File: src/rtl/eat_score_keeper.sv
// Eat-event consumer: edge-detects per-fish eat flags, serialises credits through a
// round-robin scan, keeps saturating scores/levels and game state. Optional respawn timers: EAT_SCORE_RESPAWN_EN.
module eat_score_keeper #(
    parameter int PTS_UNIT       = 4,
    parameter int LVL1           = 40,
    parameter int LVL2           = 100,
    parameter int LVL3           = 200,
    parameter int WIN_SCORE      = 300,
    parameter int RESPAWN_FRAMES = 90
) (
    input  logic        Clk,
    input  logic        Reset,
    input  logic        frame_clk,
    input  logic        is_start,
    input  logic [8:0]  user1_eat,
    input  logic [8:0]  user2_eat,
    output logic [11:0] user1_score,
    output logic [11:0] user2_score,
    output logic [1:0]  user1_level,
    output logic [1:0]  user2_level,
    output logic        game_over,
    output logic        winner,
    output logic [8:0]  respawn_req
);

    typedef enum logic [1:0] {IDLE, RUN, OVER} state_t;

    localparam logic [11:0] LVL1_C = 12'(LVL1);
    localparam logic [11:0] LVL2_C = 12'(LVL2);
    localparam logic [11:0] LVL3_C = 12'(LVL3);
    localparam logic [11:0] WIN_C  = 12'(WIN_SCORE);

    state_t      state, state_nxt;
    logic        start_q;
    logic        start_edge;
    logic        in_run;
    logic        win_hit;
    logic [8:0]  prev1, prev2;
    logic [8:0]  edge1, edge2;
    logic [8:0]  pend_valid, pend_user;
    logic [8:0]  pend_valid_nxt, pend_user_nxt;
    logic [3:0]  ptr;
    logic        credit;
    logic        credit_user;
    logic [11:0] credit_pts;
    logic [2:0]  fsync;
    logic        tick_q;

    function automatic logic [11:0] sat_add(input logic [11:0] a, input logic [11:0] b);
        logic [12:0] s;
        s = {1'b0, a} + {1'b0, b};
        return s[12] ? 12'hFFF : s[11:0];
    endfunction

    function automatic logic [1:0] level_of(input logic [11:0] s);
        if (s < LVL1_C)      return 2'd0;
        else if (s < LVL2_C) return 2'd1;
        else if (s < LVL3_C) return 2'd2;
        else                 return 2'd3;
    endfunction

    assign start_edge  = is_start & ~start_q;
    assign in_run      = (state == RUN);
    assign win_hit     = (user1_score >= WIN_C) || (user2_score >= WIN_C);
    assign edge1       = user1_eat & ~prev1 & {9{in_run}};
    assign edge2       = user2_eat & ~prev2 & {9{in_run}};
    // Once a winning score lands, no further credit may slip in before OVER takes effect
    assign credit      = in_run && !win_hit && pend_valid[ptr];
    assign credit_user = pend_user[ptr];
    assign credit_pts  = 12'((int'(ptr) + 1) * PTS_UNIT);
    assign game_over   = (state == OVER);

    always_comb begin
        state_nxt = state;
        case (state)
            IDLE:    state_nxt = IDLE;
            RUN:     if (win_hit) state_nxt = OVER;
            OVER:    state_nxt = OVER;
            default: state_nxt = IDLE;
        endcase
        if (start_edge) state_nxt = RUN;
    end

    // A pending slot ignores new edges until the scan has credited it
    always_comb begin
        pend_valid_nxt = pend_valid;
        pend_user_nxt  = pend_user;
        for (int i = 0; i < 9; i++) begin
            if (pend_valid[i]) begin
                if (credit && ptr == 4'(i)) pend_valid_nxt[i] = 1'b0;
            end else if (edge1[i] || edge2[i]) begin
                pend_valid_nxt[i] = 1'b1;
                pend_user_nxt[i]  = ~edge1[i];
            end
        end
    end

    always_ff @(posedge Clk or posedge Reset) begin
        if (Reset) begin
            state       <= IDLE;
            start_q     <= 1'b0;
            prev1       <= '0;
            prev2       <= '0;
            pend_valid  <= '0;
            pend_user   <= '0;
            ptr         <= '0;
            user1_score <= '0;
            user2_score <= '0;
            user1_level <= '0;
            user2_level <= '0;
            winner      <= 1'b0;
        end else begin
            start_q <= is_start;
            state   <= state_nxt;
            if (start_edge) begin
                pend_valid  <= '0;
                pend_user   <= '0;
                user1_score <= '0;
                user2_score <= '0;
                user1_level <= '0;
                user2_level <= '0;
                winner      <= 1'b0;
            end else if (in_run) begin
                prev1      <= user1_eat;
                prev2      <= user2_eat;
                ptr        <= (ptr == 4'd8) ? 4'd0 : ptr + 4'd1;
                pend_valid <= pend_valid_nxt;
                pend_user  <= pend_user_nxt;
                if (credit) begin
                    winner <= credit_user;
                    if (credit_user) user2_score <= sat_add(user2_score, credit_pts);
                    else             user1_score <= sat_add(user1_score, credit_pts);
                end
                user1_level <= level_of(user1_score);
                user2_level <= level_of(user2_score);
            end else begin
                pend_valid <= '0;
                pend_user  <= '0;
            end
        end
    end

    // frame_clk crosses domains through two flops; third flop is edge history
    always_ff @(posedge Clk or posedge Reset) begin
        if (Reset) begin
            fsync  <= '0;
            tick_q <= 1'b0;
        end else begin
            fsync  <= {fsync[1:0], frame_clk};
            tick_q <= fsync[1] & ~fsync[2];
        end
    end

`ifdef EAT_SCORE_RESPAWN_EN
    localparam logic [7:0] RF_C = 8'(RESPAWN_FRAMES);

    logic [7:0] timer [9];

    always_ff @(posedge Clk or posedge Reset) begin
        if (Reset) begin
            for (int i = 0; i < 9; i++) timer[i] <= '0;
        end else if (start_edge) begin
            for (int i = 0; i < 9; i++) timer[i] <= '0;
        end else if (in_run) begin
            for (int i = 0; i < 9; i++) begin
                if (credit && ptr == 4'(i))
                    timer[i] <= RF_C;
                else if (tick_q && timer[i] != 8'd0)
                    timer[i] <= timer[i] - 8'd1;
            end
        end
    end

    // A reload on the expiring tick suppresses the pulse
    always_comb begin
        respawn_req = '0;
        for (int i = 0; i < 9; i++)
            respawn_req[i] = in_run && !start_edge && tick_q && (timer[i] == 8'd1) &&
                             !(credit && ptr == 4'(i));
    end
`else
    // Frame tick has no consumer without respawn timers
    assign respawn_req = {9{tick_q & 1'b0}};
`endif

endmodule
File: config.mk
export PLATFORM = sky130hd
export DESIGN_NAME = eat_score_keeper
export DESIGN_NICKNAME = d
export VERILOG_FILES = /design/src/rtl/eat_score_keeper.sv
export SDC_FILE = /design/constraint.sdc
export NUM_CORES = 1
export LEC_CHECK = 0
export CELL_PAD_IN_SITES_DETAIL_PLACEMENT = 2
export CELL_PAD_IN_SITES_GLOBAL_PLACEMENT = 2
export CORE_AREA = 8 8 123 125
export DETAILED_ROUTE_END_ITERATION = 10
export DIE_AREA = 0 0 131 133
export GPL_TIMING_DRIVEN = 0
export HOLD_SLACK_MARGIN = 0.15
export PLACE_DENSITY_LB_ADDON = 0.05
export SLEW_MARGIN = 20
export SYNTH_ARGS = -nofsm -noshare
export SYNTH_HDL_FRONTEND = slang
export SYNTH_SLANG_ARGS = --single-unit
File: constraint.sdc
create_clock -name Clk -period 3.5 [get_ports Clk]
set_input_delay 0.875 -clock Clk [delete_from_list [all_inputs] [get_ports Clk]]
set_output_delay 0.875 -clock Clk [all_outputs]
set_load 0.01 [all_outputs]
==> results of run 1 <==
## kinds of logic after synthesis
| family | after synthesis | share of synthesized area, % |
|---|---|---|
| compound gates | 117 | 21.4 |
| simple gates | 102 | 13.8 |
| flops | 70 | 45.4 |
| buf+inv | 63 | 8.40 |
| fa+ha+maj | 18 | 6.23 |
| xor+xnor | 8 | 1.82 |
| mux | 6 | 2.79 |
| other cells | 1 | 0.0972 |
## flip-flops by register name (all words and copies together) (netlist names)
register / flops
user1_level: 2
user2_score: 11
state: 2
user1_score: 11
ptr: 4
start_q: 1
prev2: 9
winner: 1
prev1: 9
user2_level: 2
pend_user: 9
pend_valid: 9
## cell type report
type	count	area share [%]
sequential	70	35.5
tap	176	4.46
timing repair buffer	51	10.7
clock inverter	2	0.279
buffer	28	3.90
multi-input combinational	260	36.7
inverter	35	2.71
clock buffer	14	5.75
## power breakdown
group / total, mW / internal [mW] / switching (mW)
Sequential: 1.13 / 0.996 / 0.133
Clock: 0.916 / 0.558 / 0.358
Combinational: 1.15 / 0.475 / 0.675
Total: 3.19 / 2.03 / 1.17
## routing by layer
layer / wire (um) / vias up / track usage, % / part of all wire, %
li1: - / 1546 / - / -
met2: 6400 / 43 / 26.6 / 51
met1: 5400 / 1684 / 17.7 / 43
met4: 246 / 0 / 6.89 / 2.0
met5: 0 / - / 0 / 0
met3: 419 / 13 / 2.81 / 3.4
## metrics by stage
stage	hold WS, ns	area (sq um)	worst slack (ns)	power [mW]	cells
6_report	0.468	4940	0.525	3.19	636
5_1_grt	0.509	4940	0.341	3.43	636
4_1_cts	0.479	4940	0.510	3.26	636
3_5_place_dp	0.465	4640	0.292	2.32	620
3_3_place_gp	0.454	4610	-0.633	2.27	619
2_1_floorplan	0.437	3890	0.857	1.91	393
## worst paths after layout
kind	to	slack [ns]
worst max-delay path	user2_score[6]$_DFFE_PP0P_	0.53
worst min-delay path	prev1[8]$_DFFE_PP0P_	0.47
worst max register to register	user2_score[6]$_DFFE_PP0P_	0.53
worst min register to register	prev1[8]$_DFFE_PP0P_	0.47
max in group asynchronous	state[1]$_DFFE_PP0P_	2.09
min in group asynchronous	prev2[0]$_DFFE_PP0P_	0.85
## placed cells by master (no fill, tap or decap), types with 4 or more instances in the layout
master,synthesis,final
dfrtp_1,70,70
clkdlybuf4s50_1,0,50
inv_1,35,34
nand2_1,34,34
o21ai_0,29,29
a21oi_1,18,18
a311oi_1,16,16
ha_1,16,16
a31oi_1,15,15
buf_4,13,13
nor2_1,12,12
nor3_1,9,9
conb_1,1,9
clkbuf_16,0,9
and2_1,8,8
clkbuf_1,7,8
a221oi_1,8,8
nand3_1,7,7
a211oi_1,6,6
xnor2_1,6,6
nor4_1,6,6
a21o_1,6,6
and3_1,6,6
buf_6,5,5
nand4_1,4,4
clkbuf_8,0,4
## critical path: cells and delay by family (launching register included)
kind                       cells  cell delay [ns]
buffers and inverters          2             0.38
DFF                            1             0.40
and+or+nand+nor                3             0.63
adders and majority gates      2             0.86
AOI/OAI and AO/OA              2             0.56
==> summary.txt, run 1 <==
Layout
  • Ant. Diodes: 0
  • Storage cell area: 1750 sq um
  • Ratio of cells with drive above 1 in the final layout: 10.0%
  • Fillers: roughly 1,400
  • Area of the multi-input gates: ~1800 sq um
  • Nets: about 500
  • Fin util: 37.7%
  • Layout Area Growth over Synthesis: 28.0%

Route
  • Antenna-violating nets left: 0
  • Vias per cell: approximately 5.2
  • Vias: around 3,300
  • Iter 0 DRT Violations: 144
  • DRC violations left: 0
  • TritonRoute pass-1 iters: 4
  • Avg WL per Cell: 19.6 um
  • Aggregate routed wire length: 12,500 um

Timing
  • Fmax: between 300 and 400 MHz
  • Rel. slew slack: 47.4%
  • Final setup violation count: 0
  • Clock Skew: 0.00670 ns
  • Crit share post-route: 85.0%
  • Slew Viols, Final: 0
  • Sum Neg Setup Slack: 0 ns
  • Worst slew pin tran: 0.783 ns
  • RSZ-0062 raised after global routing: no
  • Tmin final: between 2 and 3 ns
  • Final-report hold violation count: 0

Clock tree
  • Post CTS Setup Buffer Count: 0
  • Worst-Skew Late Latency: 0.34 ns
  • CTS tree: yes
  • Post-cts sizing count: 0
  • CTS Root Cell: clkbuf_16
  • # clock sinks: 70
  • H-tree levels: 3
  • CTS buffer count: 9
  • Clock Tree Buf Depth: 2
  • Clk slew on worst S/H paths: 0.05 ns
  • Cts hold-fix bufs: 0

Yosys
  • Most frequent cells after synthesis: dfrtp_1 (70), inv_1 (35), nand2_1 (34), o21ai_0 (29), a21oi_1 (18)
  • Mapped Cells: 385
  • Top-area cell type share of the netlist area: a little under half
  • Yosys cell types: 54
  • Top-count cell post-synth: dfrtp_1
  • Mapped cell area: 3860 sq um
  • Post-synth EDFFs: 0
  • Syn_area_per_cell: 10.0 sq um
  • Post-synthesis register bit count: 70
  • Yosys warning total: 0
  • Synth area leaders: dfrtp_1 (45%), ha_1 (5.2%), o21ai_0 (3.8%)
  • Async S/R FF share, synth: 100%
  • Most common flop cell mapped by yosys: dfrtp_1
  • Dominant cell type by area after synthesis: dfrtp_1
  • Register area share after synthesis: between 40% and 50%

Worst setup path
  • Worst path required time: between 3 and 4 ns
  • Worst Path Max Fanout: 6
  • CP Cell Sequence: buf_6 -> inv_1 -> ha_1 -> fa_1 -> a21o_1 -> a211oi_1 -> nor3_1 -> nor4_1 -> nor3_1
  • Crit-path most repeated cell: nor3_1
  • Slowest stage delay, CP: approximately 0.47 ns
  • CP startpoint: ptr[0]$_DFFE_PP0P_
  • Worst r2r src: ptr[0]$_DFFE_PP0P_
  • Startpoint Class: register
  • Reg2Reg Depth: 9
  • CP max stage cell: fa_1
  • CP Capture Type: register
  • Setup Crit Path Kind: reg2reg
  • Arr. time, crit path: 3.18 ns

Pwr
  • Worst VDD drop: 0.239 mV
  • Lkg Pwr: between 2 and 2.5 nW
  • Pwr/cell area: between 600 and 700 nW/um^2

Floorplanning
  • Rows: 42
  • Ports: 61
  • Die H: between 100 and 150 um
  • Initial Utilization: between 20% and 30%
  • Core Area: roughly 13,000 sq um
  • Die area: 17,400 sq um
  • Die W: 131 um

Worst hold path
  • Hold path depth: 2
  • HP Class: reg2reg
  • Hold path start: prev1[8]$_DFFE_PP0P_

Run
  • Max cap viols: 0

Outcome
  • Run status: finished, final reports clean

Placed design
  • Final HPWL DP: around 9400 um
  • Buffers on Ports: 50
  • RePlAce Congestion: 0.775

GRT
  • Pin count of the biggest net entering global routing: 51
  • Vias in the first global route: ~3,700
  • Initial antenna violation count: 0
  • Overflow after GRT: 0
  • Global Route Usage Sum: roughly 15%
  • First-pass GRT wire length: between 20,000 and 25,000 um
No activity file was read; power rests on OpenSTA's default activity.
==> run 2: changes to the inputs <==
==> constraint.sdc (replaced) <==
create_clock -name Clk -period 2.9 [get_ports Clk]
set_input_delay 0.725 -clock Clk [delete_from_list [all_inputs] [get_ports Clk]]
set_output_delay 0.725 -clock Clk [all_outputs]
set_load 0.01 [all_outputs]
==> summary.txt, run 2 (synthesis results as in run 1) <==
Outcome
  • Run status: finished, final reports clean

Floorplanning
  • Die H: 133 um (unchanged)
  • Die W: 131 um (unchanged)
  • Die area: 17,400 sq um (unchanged)
  • Rows: 42 (unchanged)
  • Initial Utilization: 29.5% (unchanged)
  • Core Area: 13,100 sq um (unchanged)
  • Ports: 61 (unchanged)

Worst setup path
  • Worst Path Max Fanout: 6 (unchanged)
  • Setup Crit Path Kind: reg2reg
  • CP max stage cell: fa_1
  • Arr. time, crit path: 2.90 ns (-0.28 ns)
  • Number of buffer and inverter stages on the critical path: 2 (unchanged)
  • Startpoint Class: register
  • CP top delay family: adder cells
  • Slowest stage delay, CP: 0.45 ns (-0.02 ns)
  • CP Cell Sequence: buf_6 -> clkinvlp_4 -> ha_2 -> fa_1 -> a21o_1 -> a211oi_2 -> nor3_2 -> nor4_1 -> nor3_1
  • R2r setup slk: 0.20 ns (-0.33 ns)
  • CP Capture Type: register
  • Worst path required time: 3.10 ns (-0.60 ns)

Clock tree
  • Worst-Skew Late Latency: 0.34 ns (about the same)
  • H-tree levels: 3 (unchanged)
  • CTS tree: yes
  • Cts hold-fix bufs: 0 (unchanged)
  • CTS Root Cell: clkbuf_16
  • Clock Tree Buf Depth: 2 (unchanged)
  • Clk slew on worst S/H paths: 0.06 ns (about the same)
  • # clock sinks: 70 (unchanged)
  • Post CTS Setup Buffer Count: 0 (unchanged)
  • CTS buffer count: 9 (unchanged)

Timing
  • Clock Skew: 0.00626 ns (-0.000439 ns)
  • Worst Setup Slack, final: 0.197 ns (-0.329 ns)
  • Rel. slew slack: 52.6% (+5.2 points)
  • Hold WS: 0.469 ns (+0.000832 ns)
  • Slew Viols, Final: 0 (unchanged)
  • Sum Neg Setup Slack: 0 ns (unchanged)
  • RSZ-0062 raised after global routing: no
  • Crit share post-route: 93.2% (+8.2 points)
  • Tmin final: 2.70 ns (-0.271 ns)
  • Final setup violation count: 0 (unchanged)
  • Final-report hold violation count: 0 (unchanged)
  • Worst slew pin tran: 0.711 ns (-0.0721 ns)
  • Fmax: 370 MHz (+10%)

Worst hold path
  • HP Class: reg2reg

Layout
  • Fillers: 1,424 (-0.21%)
  • Commonest non-fill, non-tap cell in the layout: dfrtp_1
  • Biggest regs: user1_score: 11 flops, user2_score: 11 flops
  • Most frequent cells in the layout: dfrtp_1 (70), clkdlybuf4s50_1 (50), nand2_1 (34)
  • Layout Area Growth over Synthesis: 29.0%
  • Nets: 495 (unchanged)
  • Ratio of cells with drive above 1 in the final layout: 11.7% (+1.7 points)
  • Ant. Diodes: 0 (unchanged)

Route
  • DRC violations left: 0 (unchanged)
  • Vias per cell: 5.15 (-0.33%)
  • TritonRoute pass-1 iters: 4 (unchanged)
  • Aggregate routed wire length: 12,400 um (-0.26%)
  • Vias: 3,275 (-0.33%)
  • Antenna-violating nets left: 0 (unchanged)
  • Iter 0 DRT Violations: 146 (+1.4%)
  • Avg WL per Cell: 19.5 um (-0.26%)

GRT
  • Pin count of the biggest net entering global routing: 51 (unchanged)
  • Global Route Usage Sum: 15.3% (unchanged)
  • Vias in the first global route: 3,669 (unchanged)
  • Overflow after GRT: 0 (unchanged)
  • First-pass GRT wire length: 20,100 um (unchanged)
  • Initial antenna violation count: 0 (unchanged)

Placed design
  • RePlAce Congestion: 0.775 (unchanged)
  • Final HPWL DP: 9380 um (unchanged)
  • Pre-CTS setup slack: -0.158 ns (-0.450 ns)
  • Buffers on Ports: 50 (unchanged)

Pwr
  • Worst VDD drop: 0.288 mV (+21%)
  • Lkg Pwr: 2.12 nW (-0.11%)
  • Pwr/cell area: 781 nW/um^2 (+21%)

Run
  • Max cap viols: 0 (unchanged)
run 2: power by group:
part / total [mW] / switching [mW] / internal [mW]
combinational: 1.41 / 0.830 / 0.584
sequential: 1.36 / 0.160 / 1.20
clock: 1.11 / 0.433 / 0.673
total: 3.88 / 1.42 / 2.46
run 2: path summary, 6_finish.rpt:
kind / endpoint / depth (start not counted) / from
worst max-delay path: user2_score[4]$_DFFE_PP0P_ / 9 / ptr[0]$_DFFE_PP0P_
worst min-delay path: prev1[8]$_DFFE_PP0P_ / 2 / prev1[8]$_DFFE_PP0P_
worst max register to register: user2_score[4]$_DFFE_PP0P_ / 9 / ptr[0]$_DFFE_PP0P_
worst min register to register: prev1[8]$_DFFE_PP0P_ / 2 / prev1[8]$_DFFE_PP0P_
max in group asynchronous: state[1]$_DFFE_PP0P_ / 3 / Reset
min in group asynchronous: prev2[0]$_DFFE_PP0P_ / 2 / Reset
run 2: cell type report:
type	instances	area (sq um)	share of cell area (%)
Buffer	28	193	3.87
Clock buffer	14	284	5.71
Clock inverter	2	13.8	0.277
Inverter	35	138	2.77
Multi-Input combinational cell	260	1850	37.1
Sequential cell	70	1750	35.2
Tap cell	176	220	4.43
Timing Repair Buffer	51	528	10.6
run 2: layer usage:
layer	track usage (%)	wire [um]	vias to the layer above
li1	-	-	1549
met1	17.7	5390	1670
met2	26.6	6410	45
met3	2.81	411	11
met4	6.89	226	0
met5	0	0	-
run 2: metrics by stage:
step           utilization (%)  instance area (sq um)  instances  power (mW)
2_1_floorplan                -                   3890        393        2.30
3_3_place_gp              35.2                   4610        619        2.74
3_5_place_dp              35.4                   4640        620        2.80
4_1_cts                   37.8                   4950        636        3.95
5_1_grt                   38.0                   4970        636        4.17
6_report                  38.0                   4970        636        3.88
run 2: what timing repair did:
action / 4_1_cts / 5_1_grt
resized for setup: 3 / 5
pin swaps: 1 / 0
endpoints found under the setup margin: 7 / 7
gates cloned: 0 / 0
run 2: tightest hold or removal path, delay by kind of cell (launching register included):
family | cells | cell delay, ns
flip-flops | 1 | 0.33
AND/OR/NAND/NOR | 2 | 0.10
==> run 3: changes to the inputs <==
--- a/config.mk
+++ b/config.mk
@@ -7,12 +7,13 @@
 export LEC_CHECK = 0
 export CELL_PAD_IN_SITES_DETAIL_PLACEMENT = 2
 export CELL_PAD_IN_SITES_GLOBAL_PLACEMENT = 2
-export CORE_AREA = 8 8 123 125
+export CORE_AREA = 8 8 129 119
 export DETAILED_ROUTE_END_ITERATION = 10
-export DIE_AREA = 0 0 131 133
+export DIE_AREA = 0 0 137 127
 export GPL_TIMING_DRIVEN = 0
 export HOLD_SLACK_MARGIN = 0.15
 export PLACE_DENSITY_LB_ADDON = 0.05
+export RECOVER_POWER = 25
 export SLEW_MARGIN = 20
 export SYNTH_ARGS = -nofsm -noshare
 export SYNTH_HDL_FRONTEND = slang
==> summary.txt, run 3 (synthesis results as in run 1) <==
Timing
  • Final-report hold violation count: 0 (unchanged)
  • Rel. slew slack: 37.0% (-16 points)
  • Worst slew pin tran: 0.940 ns (+0.229 ns)
  • Sum Neg Setup Slack: 0 ns (unchanged)
  • Fmax: 367 MHz (-0.88%)
  • Final setup violation count: 0 (unchanged)
  • Crit share post-route: 94.0% (+0.83 points)
  • Slew Viols, Final: 0 (unchanged)
  • Clock Skew: 0.00634 ns (+0.0000774 ns)
  • RSZ-0062 raised after global routing: no
  • Worst Setup Slack, final: 0.173 ns (-0.0240 ns)
  • Tmin final: 2.73 ns (+0.0240 ns)

Placed design
  • Pre-CTS setup slack: -0.115 ns (+0.0430 ns)
  • Placed cell count: 612 (-1.3%)
  • Final HPWL DP: 9440 um (+0.71%)
  • RePlAce Congestion: 0.813 (+5.0%)
  • Buffers on Ports: 50 (unchanged)

Route
  • Vias: 3,341 (+2.0%)
  • TritonRoute pass-1 iters: 4 (unchanged)
  • Avg WL per Cell: 20.5 um (+5.1%)
  • Antenna-violating nets left: 0 (unchanged)
  • Iter 0 DRT Violations: 124 (-15%)
  • Aggregate routed wire length: 12,900 um (+3.7%)
  • DRC violations left: 0 (unchanged)
  • Vias per cell: 5.32 (+3.3%)

Worst setup path
  • Worst R2R End: user2_score[4]$_DFFE_PP0P_
  • Startpoint Class: register
  • CP Capture Type: register
  • Arr. time, crit path: 2.92 ns (+0.02 ns)
  • CP Cell Sequence: buf_6 -> clkinvlp_4 -> ha_2 -> fa_1 -> a21o_1 -> a211oi_2 -> nor3_2 -> nor4_1 -> nor3_1
  • Worst Path Max Fanout: 6 (unchanged)
  • Worst path required time: 3.10 ns (about the same)
  • Slowest stage delay, CP: 0.45 ns (about the same)
  • Worst r2r src: ptr[0]$_DFFE_PP0P_
  • Setup Crit Path Kind: reg2reg
  • CP startpoint: ptr[0]$_DFFE_PP0P_
  • Reg2Reg Depth: 9 (unchanged)
  • R2r setup slk: 0.17 ns (-0.02 ns)
  • CP top delay family: adder cells
  • CP max stage cell: fa_1
  • Number of buffer and inverter stages on the critical path: 2 (unchanged)

Clock tree
  • # clock sinks: 70 (unchanged)
  • CTS tree: yes
  • CTS Root Cell: clkbuf_16
  • CTS buffer count: 9 (unchanged)
  • Clk slew on worst S/H paths: 0.06 ns (about the same)
  • H-tree levels: 3 (unchanged)
  • Clock Tree Buf Depth: 2 (unchanged)
  • Worst-Skew Late Latency: 0.34 ns (about the same)

Layout
  • Layout Area Growth over Synthesis: 28.6%
  • Nets: 495 (unchanged)
  • Final cell count without fillers: 628 (-1.3%)
  • Ant. Diodes: 0 (unchanged)
  • Fillers: 1,439 (+1.1%)
  • Fin util: 37.8% (-0.19 points)
  • Commonest non-fill, non-tap cell in the layout: dfrtp_1
  • Ratio of cells with drive above 1 in the final layout: 12.2% (+0.43 points)
  • Biggest regs: user1_score: 11 flops, user2_score: 11 flops
  • Most frequent cells in the layout: dfrtp_1 (70), clkdlybuf4s50_1 (49), nand2_1 (34)

GRT
  • Global Route Usage Sum: 15.7% (+0.35 points)
  • Pin count of the biggest net entering global routing: 52 (+2.0%)
  • Initial antenna violation count: 0 (unchanged)
  • First-pass GRT wire length: 21,100 um (+4.6%)
  • Overflow after GRT: 0 (unchanged)
  • Vias in the first global route: 3,664 (-0.14%)

Floorplanning
  • Core Area: 13,100 sq um (+0.21%)
  • Ports: 61 (unchanged)
  • Die H: 127 um (-4.5%)
  • Die W: 137 um (+4.6%)
  • Initial Utilization: 29.4% (-0.062 points)
  • Die area: 17,400 sq um (-0.14%)
  • Rows: 40 (-4.8%)

Pwr
  • Pwr/cell area: 793 nW/um^2 (+1.6%)
  • Total power: 3.94 mW (+1.3%)
  • Worst VDD drop: 0.315 mV (+9.4%)
  • Lkg Pwr: 2.13 nW (about the same)

Worst hold path
  • Hold path depth: 2 (unchanged)
  • WHS Endpoint: prev1[8]$_DFFE_PP0P_
  • HP Class: reg2reg
  • Hold path start: prev1[8]$_DFFE_PP0P_

Run
  • Max cap viols: 0 (unchanged)

Outcome
  • Run status: finished, final reports clean
## run 3: metal layers
layer | wire length, um | vias to the layer above | track usage, % | share of wire [%]
met1 | 6390 | 1724 | 21.9 | 50
li1 | - | 1544 | - | -
met5 | 0 | - | 0 | 0
met4 | 189 | 0 | 4.85 | 1.5
met3 | 504 | 14 | 3.61 | 3.9
met2 | 5820 | 59 | 23.3 | 45
## run 3: cell type report
class	count	area, sq um	share of cell area (%)
Clock inverter	2	12.5	0.252
Buffer	28	193	3.88
Multi-Input combinational cell	260	1850	37.4
Inverter	35	136	2.75
Clock buffer	14	294	5.93
Sequential cell	70	1750	35.3
Timing Repair Buffer	51	508	10.2
Tap cell	168	210	4.24
## run 3: worst max-delay path by stage
stage / endpoint / slack, ns / cells past startpoint
6_report: user2_score[4]$_DFFE_PP0P_ / 0.17 / 9
5_1_grt: user1_score[5]$_DFFE_PP0P_ / 0.01 / 9
4_1_cts: user2_score[4]$_DFFE_PP0P_ / 0.02 / 9
3_5_place_dp: prev1[1]$_DFFE_PP0P_ / -0.12 / 7
3_3_place_gp: prev2[3]$_DFFE_PP0P_ / -1.17 / 2
2_1_floorplan: pend_user[0]$_DFFE_PP0P_ / 0.41 / 1
## run 3: worst min-delay path, delay by kind of cell, from the launching register on
kind,cells,cell delay [ns]
DFF,1,0.33
and+or+nand+nor,2,0.12
## run 3: repair_timing
item / 4_1_cts / 5_1_grt
setup buffers: 0 / 0
gates resized for setup: 3 / 6
pin swaps: 1 / 0
endpoints found under the setup margin: 7 / 9
hold buffers: 0 / 0
## run 3: report_power, final
group	total (mW)	switching [mW]	internal, mW
sequential	1.37	0.165	1.20
clock	1.12	0.430	0.695
combinational	1.44	0.855	0.589
## run 3: through the flow
stage / area (sq um) / hold WS (ns)
finish: 4960 / 0.485
global route: 4960 / 0.528
CTS: 4950 / 0.490
detailed placement: 4630 / 0.474
global placement: 4600 / 0.451
floorplan: 3890 / 0.437
==> RTL edit 1, RTL diff (settings of run 2) <==
Build with the macro `EAT_SCORE_RESPAWN_EN` defined.
--- a/src/rtl/eat_score_keeper.sv
+++ b/src/rtl/eat_score_keeper.sv
@@ -1,5 +1,7 @@
 // Eat-event consumer: edge-detects per-fish eat flags, serialises credits through a
 // round-robin scan, keeps saturating scores/levels and game state. Optional respawn timers: EAT_SCORE_RESPAWN_EN.
+`define EAT_SCORE_RESPAWN_EN
+
 module eat_score_keeper #(
     parameter int PTS_UNIT       = 4,
     parameter int LVL1           = 40,
Behaviour: same outputs for any inputs over 4 cycles, from zero or initial values and one cycle with Reset high; that may be too few to reach the edited logic, so the function may still have changed.
==> RTL edit 1 against run 2 <==
- the flow now stops in 3_1_place_gp_skip_io
- synthesized area rose by 110%
==> RTL edit 1: results (changes against run 2) <==
Synthesis
  • Yosys reg bits: 146 (+110%)
  • Sequential fraction of the synthesis area: 44.5% (-0.90 points)
  • Synth top cells by count: 146 x dfrtp_1, 118 x nand2_1, 86 x nor2_1
  • Mapped cell area: 8210 µm² (+110%)
  • Asr flop ratio synth: 100% (unchanged)
  • Distinct cells, synth: 75 (+39%)
  • Syn Inst Count: 889 (+130%)
  • Ys Warns: 0 (unchanged)
  • Synth area leaders: dfrtp_1 45%, nand2_1 5.4%, ha_1 5.3%
  • Syn_nets: 948

Run status
  • Status: aborted with a tool error
  • Last stage: 3_1_place_gp_skip_io
  • First error: [ERROR FLW-0024] Place density exceeds 1.0 (current PLACE_DENSITY_LB_ADDON =  0.05). Please check if the value of  PLACE_DENSITY_LB_ADDON is between 0 and 0.99.
[RTL edit 1: changes by cell type after synthesis, sizes merged, moves of 17 or more]
cell,delta
ha,+19
xnor2,+17
dfrtp,+76
a21oi,+48
nor3,+28
o21ai,+21
clkbuf,+20
a311oi,-17
xor2,+17
nand2b,+22
nand2,+84
nor2,+74
[RTL edit 1: logic make-up after synthesis]
logic type	share of synthesized area, %
adders and majority gates	5.82
xor gates and xnor gates	4.48
DFF	44.5
and+or+nand+nor	22.4
muxes	1.75
AOI/OAI and AO/OA	17.6
buffers and inverters	3.43
==> RTL edit 2, RTL diff (settings of run 2) <==
Without the edit above. Encoding of `state_t`: now one-hot (3 bits for 3 states).
--- a/src/rtl/eat_score_keeper.sv
+++ b/src/rtl/eat_score_keeper.sv
@@ -23,7 +23,7 @@
     output logic [8:0]  respawn_req
 );
 
-    typedef enum logic [1:0] {IDLE, RUN, OVER} state_t;
+    typedef enum logic [2:0] {IDLE = 3'b001, RUN = 3'b010, OVER = 3'b100} state_t;
 
     localparam logic [11:0] LVL1_C = 12'(LVL1);
     localparam logic [11:0] LVL2_C = 12'(LVL2);
Behaviour: no difference found for any inputs over 4 cycles, from zero or initial values and one cycle with Reset high; so few cycles prove little.
==> RTL edit 2 against run 2 <==
- synthesized area shrank 1.0%
- power decreased by 5.1%
- utilization down 0.16 points
- routed wire length up 0.77%
- critical path depth stayed put
- sequential share of layout area is 0.71 points higher
- setup slack lost 0.053 ns
- final area is 0.43% lower
- sequential cell count is 1 higher
- sequential power is 6% lower
- die area stayed put
- largest cell class unchanged
- highest routed layer unchanged
==> RTL edit 2: results (changes against run 2) <==
Worst setup path
  • CP max-delay cell: fa_1
  • Delay-heaviest family, CP: compound AO/OA/AOI/OAI gates
  • Largest stage delay on the critical path: 0.44 ns
  • Worst path arrival time: 2.98 ns (+0.08 ns)
  • Critical path peak fanout: 10 (+4)

Place
  • I/O Buffers: 50 (unchanged)
  • Dpl hpwl: 9.18 mm (-2.1%)
  • Post-Place Cells: 616 (-0.65%)
  • Post-DP Area: 4590 µm² (-1.0%)
  • Final Wtd Congestion: 0.774 (about the same)
  • Place WS: -0.208 ns (-0.0497 ns)

Run status
  • Status: finished, final reports clean

Finish
  • Share of cells above drive strength 1: 11.7% (-0.065 points)
  • FILL cells: 1406 (-1.3%)
  • Final nets: 488 (-1.4%)
  • ANT cells: 0 (unchanged)
  • Largest registers: user1_score: 11 flops, user2_score: 11 flops

Synthesis
  • Synth area leaders: dfrtp_1 46%, ha_1 4.6%, o21ai_0 3.7%
  • Area share of fa/ha/maj cells after synthesis: 5.64% (-0.59 points)
  • Synth top cells by count: 70 x dfrtp_1, 37 x inv_1, 32 x nand2_1
  • Syn Inst Count: 381 (-1.0%)
  • Sequential fraction of the synthesis area: 46.6% (+1.2 points)
  • Distinct cells, synth: 60 (+11%)
  • Asr flop ratio synth: 100% (unchanged)
  • Compound-Gate Fraction of Synth Area: 21.0% (-0.37 points)
  • Area share of xor/xnor cells in the synthesized design: 1.84% (+0.019 points)
  • Mux contribution to synthesized area: 2.20% (-0.59 points)
  • Ys Warns: 0 (unchanged)

Clocking
  • Worst-path clk slew: 0.06 ns (about the same)
  • Post_cts resized: 8 (+5)
  • H-tree depth: 3 (unchanged)
  • Clock buffer depth: 2 (unchanged)
  • Later-pin clock latency in the skew report: 0.35 ns
  • CTS Root Cell: clkbuf_16
  • Cts bufs inserted: 9 (unchanged)
  • Post CTS Setup Buffer Count: 0 (unchanged)

Global routing
  • Initial antenna violation count: 0 (unchanged)
  • Vias in the first global route: 3693 (+0.65%)
  • First-pass GRT wire length: 20.4 mm (+1.3%)
  • Total routing usage reported by global routing: 15.3% (+0.029 points)
  • Largest net degree at the start of global routing: 38 (-25%)

Power
  • Leak: 2.11 nW (-0.51%)
  • Maximum VDD drop: 0.252 mV (-13%)
  • Power Density: 744 nW/µm² (-4.7%)

Detailed routing
  • Post-DR wirelength/cell: 19.9 µm (+1.7%)
  • Vias per std cell: 5.13 (-0.34%)
  • DR pass1 iterations: 4 (unchanged)
  • Starting DRT DRC Count: 91 (-38%)
  • Final wirelength: 12.5 mm (+0.77%)

STA
  • Hold_ws: 0.483 ns (+0.0143 ns)
  • Setup ws final: 0.143 ns (-0.0534 ns)
  • Final Skew: 0.0104 ns (+0.00412 ns)
  • Worst Max-Slew Pin Slew: 0.693 ns (-0.0179 ns)

Min path
  • Hold Path Class: register to register
RTL edit 2: changes by cell type after synthesis, moves of 4 or more:
| cell | run 2 | this run |
|---|---|---|
| mux2i_1 | 1 | 5 |
| a21oi_1 | 18 | 11 |
| buf_6 | 5 | 1 |
| nor2_1 | 12 | 20 |
| o2bb2ai_1 | 0 | 5 |
| nor4_1 | 6 | 0 |
RTL edit 2: where the power goes:
| part | internal (mW) | switching [mW] |
|---|---|---|
| registers | 1.15 | 0.140 |
| clock network | 0.769 | 0.440 |
| logic | 0.493 | 0.696 |
| total | 2.41 | 1.28 |
RTL edit 2: metal layers:
metal | track usage (%) | routed length (µm)
met4 | 6.57 | 245
met3 | 3.17 | 417
met5 | 0 | 0
met1 | 18.2 | 5380
met2 | 26.0 | 6480
RTL edit 2: final cells by class:
class / instances / share of cell area [%]
inverters: 37 / 2.93
clock buffers: 11 / 4.90
flip-flops and latches: 71 / 35.9
multi-input cells: 258 / 37.1
plain buffers: 22 / 2.80
well taps: 176 / 4.45
repair buffers: 51 / 10.5
clock inverters: 4 / 1.41
RTL edit 2: final timing paths:
| kind | startpoint | endpoint | depth (start not counted) |
|---|---|---|---|
| worst min-delay path | prev1[0]$_DFFE_PP0P_ | prev1[0]$_DFFE_PP0P_ | 2 |
| worst max-delay path | ptr[0]$_DFFE_PP0P_ | user2_score[7]$_DFFE_PP0P_ | 9 |
| worst max register to register | ptr[0]$_DFFE_PP0P_ | user2_score[7]$_DFFE_PP0P_ | 9 |
| min in group asynchronous | Reset | prev2[4]$_DFFE_PP0P_ | 2 |
| worst min register to register | prev1[0]$_DFFE_PP0P_ | prev1[0]$_DFFE_PP0P_ | 2 |
| max in group asynchronous | Reset | state[0]$_DFFE_PP1P_ | 3 |
